$ cat config.mk
export PLATFORM = sky130hd
export DESIGN_NAME = imem_arb
export DESIGN_NICKNAME = d
export VERILOG_FILES = /design/src/rtl/imem_arb.sv
export SDC_FILE = /design/constraint.sdc
export NUM_CORES = 1
export LEC_CHECK = 0
export CORE_ASPECT_RATIO = 1.2
export CORE_MARGIN = 3
export CORE_UTILIZATION = 42
export CTS_CLUSTER_DIAMETER = 40
export CTS_CLUSTER_SIZE = 28
export DETAILED_ROUTE_END_ITERATION = 10
export PLACE_DENSITY_LB_ADDON = 0.2
export SYNTH_ARGS = -nofsm -noshare
export SYNTH_HDL_FRONTEND = slang
export SYNTH_SLANG_ARGS = --single-unit
$ cat constraint.sdc
create_clock -name clk -period 2.51 [get_ports clk]
set_input_delay 0.502 -clock clk [delete_from_list [all_inputs] [get_ports clk]]
set_output_delay 0.502 -clock clk [all_outputs]
set_load 0.05 [all_outputs]
$ cat src/rtl/imem_arb.sv
// Two-port (fetch, debug) instruction-memory arbiter; optional debug starvation guard via IMEM_ARB_STARVE_EN.
// Grant is combinational, read data returns 1 cycle later; no backpressure, denied requests are not queued.
module imem_arb #(
  parameter int STARVE_LIMIT = 4
) (
  input  logic        clk,
  input  logic        clr,
  input  logic        f_req,
  input  logic [15:0] f_addr,
  output logic        f_gnt,
  output logic        f_rvalid,
  output logic [31:0] f_rdata,
  input  logic        d_req,
  input  logic [15:0] d_addr,
  output logic        d_gnt,
  output logic        d_rvalid,
  output logic [31:0] d_rdata,
  input  logic        halt,
  output logic        mem_cs,
  output logic [15:0] mem_addr,
  input  logic [31:0] mem_rdata,
  output logic [3:0]  starve_cnt
);

  if (STARVE_LIMIT < 1 || STARVE_LIMIT > 15) begin : g_bad_limit
    $error("imem_arb: STARVE_LIMIT must be within 1..15");
  end

  typedef enum logic [1:0] {
    IDLE  = 2'd0,
    F_OWN = 2'd1,
    D_OWN = 2'd2
  } state_t;

  state_t      state_q, state_d;
  logic        f_rvalid_q, f_rvalid_d;
  logic        d_rvalid_q, d_rvalid_d;
  logic [31:0] f_rdata_q, f_rdata_d;
  logic [31:0] d_rdata_q, d_rdata_d;
  logic        f_gnt_c, d_gnt_c;
  logic        starve_force;

`ifdef IMEM_ARB_STARVE_EN
  localparam logic [3:0] LIMIT = STARVE_LIMIT[3:0];

  logic [3:0] starve_cnt_q, starve_cnt_d;

  assign starve_force = (starve_cnt_q == LIMIT);
  assign starve_cnt   = starve_cnt_q;

  // Count only cycles where debug asks and loses; any debug grant or idle debug resets.
  always_comb begin
    starve_cnt_d = starve_cnt_q;
    if (!d_req || d_gnt_c) begin
      starve_cnt_d = 4'd0;
    end else if (starve_cnt_q != LIMIT) begin
      starve_cnt_d = starve_cnt_q + 4'd1;
    end
  end

  always_ff @(posedge clk) begin
    if (!clr) begin
      starve_cnt_q <= 4'd0;
    end else begin
      starve_cnt_q <= starve_cnt_d;
    end
  end
`else
  assign starve_force = 1'b0;
  assign starve_cnt   = 4'd0;
`endif

  // Halt blocks fetch outright; reset suppresses every grant in the same cycle.
  always_comb begin
    f_gnt_c = 1'b0;
    d_gnt_c = 1'b0;
    if (clr) begin
      if (halt) begin
        d_gnt_c = d_req;
      end else if (starve_force && d_req) begin
        d_gnt_c = 1'b1;
      end else if (f_req) begin
        f_gnt_c = 1'b1;
      end else if (d_req) begin
        d_gnt_c = 1'b1;
      end
    end
  end

  assign f_gnt  = f_gnt_c;
  assign d_gnt  = d_gnt_c;
  assign mem_cs = f_gnt_c | d_gnt_c;

  always_comb begin
    mem_addr = 16'h0000;
    if (f_gnt_c) begin
      mem_addr = f_addr;
    end else if (d_gnt_c) begin
      mem_addr = d_addr;
    end
  end

  always_comb begin
    f_rvalid_d = f_gnt_c;
    d_rvalid_d = d_gnt_c;
    f_rdata_d  = f_gnt_c ? mem_rdata : f_rdata_q;
    d_rdata_d  = d_gnt_c ? mem_rdata : d_rdata_q;
  end

  always_comb begin
    state_d = state_q;
    case (state_q)
      IDLE: begin
        if (f_gnt_c)      state_d = F_OWN;
        else if (d_gnt_c) state_d = D_OWN;
      end
      F_OWN: begin
        if (d_gnt_c)      state_d = D_OWN;
        else if (!f_gnt_c) state_d = IDLE;
      end
      D_OWN: begin
        if (f_gnt_c)      state_d = F_OWN;
        else if (!d_gnt_c) state_d = IDLE;
      end
      default: state_d = IDLE;
    endcase
  end

  always_ff @(posedge clk) begin
    if (!clr) begin
      state_q    <= IDLE;
      f_rvalid_q <= 1'b0;
      d_rvalid_q <= 1'b0;
      f_rdata_q  <= 32'h0;
      d_rdata_q  <= 32'h0;
    end else begin
      state_q    <= state_d;
      f_rvalid_q <= f_rvalid_d;
      d_rvalid_q <= d_rvalid_d;
      f_rdata_q  <= f_rdata_d;
      d_rdata_q  <= d_rdata_d;
    end
  end

  assign f_rvalid = f_rvalid_q;
  assign d_rvalid = d_rvalid_q;
  assign f_rdata  = f_rdata_q;
  assign d_rdata  = d_rdata_q;

endmodule

Word-level counts from Yosys, hierarchy flattened

Index checks and enable logic that the tools add are counted.

Register bits after elaboration: 66
Input port bits: 69
Output and inout bits: 89
Word-level logic and storage cells: 14

Multiplexer cells: 9
Bitwise logic cells: 1

Operators by type and width:

| kind       | count |
|---|---|
| $mux 16    | 2 |
| $mux 1     | 7 |
| $or 1x1->1 | 1 |

Logic depth before layout (Yosys ltp)

Depth after elaboration: 6
Mapped depth: 6
Mapped depth without buffers: 3

Least setup slack after synthesis

Ideal clock, no wire load.

Kind: input port to output port
Start point: input port halt
End point: output port mem_addr[8]
Data arrival time: 1847 ps
Data required time: 2008 ps
Path slack: 161 ps
Stages: 5
Path buffers: 2
Path through: nand2b_4 > buf_6 > clkbuf_1 > nand3_1 > a21boi_1

Cells in the longest elaborated chain, start to end: 4
Elaborated cells on any way between the ends: 6
Classes of those cells: mux (6)

RTL lines:

| item               | RTL line | RTL |
|---|---|---|
| start: declaration | 18       | `input logic halt,` |
| $mux 1             | 78       | `if (halt) begin` |
| $mux 1             | 77       | `if (clr) begin` |
| $mux 16            | 98       | `end else if (d_gnt_c) begin` |
| $mux 16 (*)        | 96       | `if (f_gnt_c) begin` |
| end: declaration   | 20       | `output logic [15:0] mem_addr,` |

Every way passes the cells marked *; elsewhere a longest branch is shown, timed or not.

Final worst setup path

Start point: input port f_req
End point: output port mem_addr[8]

Cells in the longest elaborated chain, start to end: 5
Elaborated cells on any way between the ends: 8
Classes of those cells: mux (8)

RTL lines:

| item               | RTL line | RTL |
|---|---|---|
| start: declaration | 8        | `input logic f_req,` |
| $mux 1             | 82       | `end else if (f_req) begin` |
| $mux 1             | 78       |  |
| $mux 1             | 77       |  |
| $mux 16            | 98       |  |
| $mux 16 (*)        | 96       |  |

Marks and branches as above.

==> flow_summary.yaml <==
power:
  p_leak_nw: 1.92
  comb_power_share_pct: 27.4
  p_int_w: 0.00199
  p_seq_share_pct: 39.7
  powerDensity_mw_per_mm2: 589
  pwr-share-clk_pct: 32.9
  peakVddDrop_v: 0.000373
  power_switching_w: 0.000864
  switching_share_pct: 30.2
detailed_routing:
  vias: 2835
  highest_layer: "met4"
  drt_iter0_drc: 83
  route.detailed.drc: 0
  wl_per_cell_um: 14.5
  vias_per_cell: 4.85
  final_antenna_net_count: 0
  drt-pass1-iter-count: 5
  drt-total-wl_um: 8460
  met3_length_um: 820
  routedLengthMet1_um: 3240
  dr_wl_met2_um: 4230
floorplanning:
  ios: 158
  core_area_sq_mm: 0.00657
  dieArea_sq_mm: 0.00797
  fp-row-count: 32
  die_x_um: 82.0
  start_util_pct: 44.4
  fp.dieH_um: 97.2
global_routing:
  grt_usage_pct: 21.5
  grt_pass1_vias: 2753
  grt_max_degree: 44
  grt-ovfl-total: 0
  grt_pass1_wl_um: 13400
  antenna_found_initial: 0
critical_path:
  cp.buffers_inverters: 3
  start_kind: "input port"
  cp.required_ps: 2010
  endpoint_kind: "output port"
  cp_top_family: "buffers and inverters"
  crit_top_cell: "buf_12"
  reg2reg_from: "f_rdata[13]"
  crit_chain: "clkdlybuf4s50_1 -> and2b_1 -> buf_12 -> nand2_1 -> a21boi_1 -> buf_12"
  path_class: "input port to output port"
  crit_path_max_fanout: 24
  critical-path-max-stage-delay_ps: 520
  critical_path_arrival_ps: 1870
  cp_slowest_cell: "clkdlybuf4s50_1"
  worstSetupStartpoint: "f_req"
logic_synthesis:
  synthCells: 350
  synthArstFlopShare_pct: 0
  yosysWarnings: 0
  syn_area_sq_mm: 0.00291
  yosysMostFrequentCell: "nand2_1"
  synthTopCellsByArea: "dfxtp_1, nand2_1, a21boi_1"
  yosysTopAreaCell: "dfxtp_1"
  syn_area_per_cell_sq_um: 8.32
  ys_types: 17
  synth_top_area_share_pct: 45.4
  synth_common_cells: "nand2_1, dfxtp_1, a21boi_1"
  synth_edf_count: 0
  yosysSeqAreaShare_pct: 45.4
  synth_seq_cells: 66
  ys.flop_type: "dfxtp_1"
hold_path:
  worstHoldPathType: "register to register"
  hold_path_startpoint: "f_rdata[25]"
sta:
  finalHoldViolCount: 0
  setup_ws_ps: 137
  relSlewSlack_pct: 62.3
  holdWs_ps: 452
  finalCriticalPeriod_ps: 2370
  finalClockSkew_ps: 0
  worst_pin_slew_ps: 563
  final_max_slew_viol_count: 0
  fin_setup_tns_ps: 0
  setup-violations-final: 0
  fmax_ghz: 0.421
  post-route-period-util_pct: 94.5
  rsz0062_at_grt: "false"
cts:
  cts-htree-levels: 3
  cts.path.max_buffers: 2
  post_cts_resized: 0
  insertion_delay_ps: 320
  clkTransAtPathRegs_ps: 60
  clock-sinks: 66
  cts_tree: "built"
  cts-root-buf: "clkbuf_8"
  cts_setup_buffers: 0
  numCtsBuffers: 9
  hold_buffers: 0
place:
  dp_hpwl_um: 6390
  gp_congestion: 0.765
  place_ws_ps: 126
  place_area_sq_mm: 0.00464
  port_buffers: 153
run_status:
  status: "complete, no violations"
final_layout:
  nNetsFinal: 563
  n_fill_cell: 513
  fin_area_sq_mm: 0.00485
  area_delta_synth_final_pct: 66.5
  antenna_cells: 0
  drive_gt1_share_pct: 9.62
run:
  max-cap-violations: 0
-- through the flow --
| stage | util [%] | instances | total power (W) |
|---|---|---|---|
| floorplan | - | 353 | 0.00161 |
| global placement | 70.6 | 568 | 0.00193 |
| detailed placement | 70.6 | 568 | 0.00194 |
| CTS | 73.8 | 584 | 0.00289 |
| global route | 73.8 | 584 | 0.00298 |
| finish | 73.8 | 584 | 0.00286 |
-- cell families (layout without fill, tap and decap cells) --
family | count (synthesis) | count (layout) | share of synthesized area (%)
simple gates | 167 | 167 | 23.2
mux | 32 | 32 | 11.0
buf+inv | 35 | 181 | 7.69
flops | 66 | 66 | 45.4
compound gates | 49 | 49 | 12.6
other cells | 1 | 4 | 0.129
-- state kept, by name (all words and copies together) (netlist names) --
signal / count
d_rdata: 32
f_rdata: 32
d_rvalid: 1
f_rvalid: 1
-- power groups by stage --
stage	Clock, W	Combinational (W)	Sequential, W
finish	0.000940	0.000784	0.00113
global route	0.00101	0.000825	0.00114
CTS	0.000968	0.000789	0.00113
detailed placement	0	0.000787	0.00116
global placement	0	0.000778	0.00115
floorplan	0	0.000260	0.00135
-- cells in the final DEF, fill, tap and decap left out, types with 2 or more instances in the layout --
master           instances
clkinv_2                 2
buf_12                  21
clkbuf_8                 9
conb_1                   4
and3_1                   2
nand3_1                 16
buf_4                   10
dfxtp_1                 66
bufinv_16                2
a21boi_1                48
clkdlybuf4s50_1        133
clkbuf_1                 2
and2_1                   2
mux2i_1                 32
nand2_1                144
-- routing by layer --
metal  GRT usage [%]  up-vias
li1                -     1413
met2            35.7      113
met1            24.5     1295
met5               0        -
met4            7.67        0
met3            8.26       14
-- path summary, 6_finish.rpt --
| check | end | cells after the start | slack (ps) |
|---|---|---|---|
| worst max-delay path | mem_addr[8] | 6 | 140 |
| worst min-delay path | f_rdata[25] | 2 | 450 |
| worst max register to register | f_rdata[13] | 2 | 1880 |
| worst min register to register | f_rdata[25] | 2 | 450 |
-- tightest hold or removal path: cells and delay by family (launching register included) --
kind / cells / cell delay, ps
compound gates: 1 / 50
flops: 1 / 310
simple gates: 1 / 50
-- layout make-up --
cell class | count | area (sq um) | area share (%)
clock buffers | 11 | 131 | 2.71
flip-flops and latches | 66 | 1320 | 27.3
well taps | 85 | 106 | 2.19
repair buffers | 165 | 1830 | 37.8
multi-input cells | 252 | 1380 | 28.4
clock inverters | 5 | 78.8 | 1.63
No activity file was read; power rests on OpenSTA's default activity.
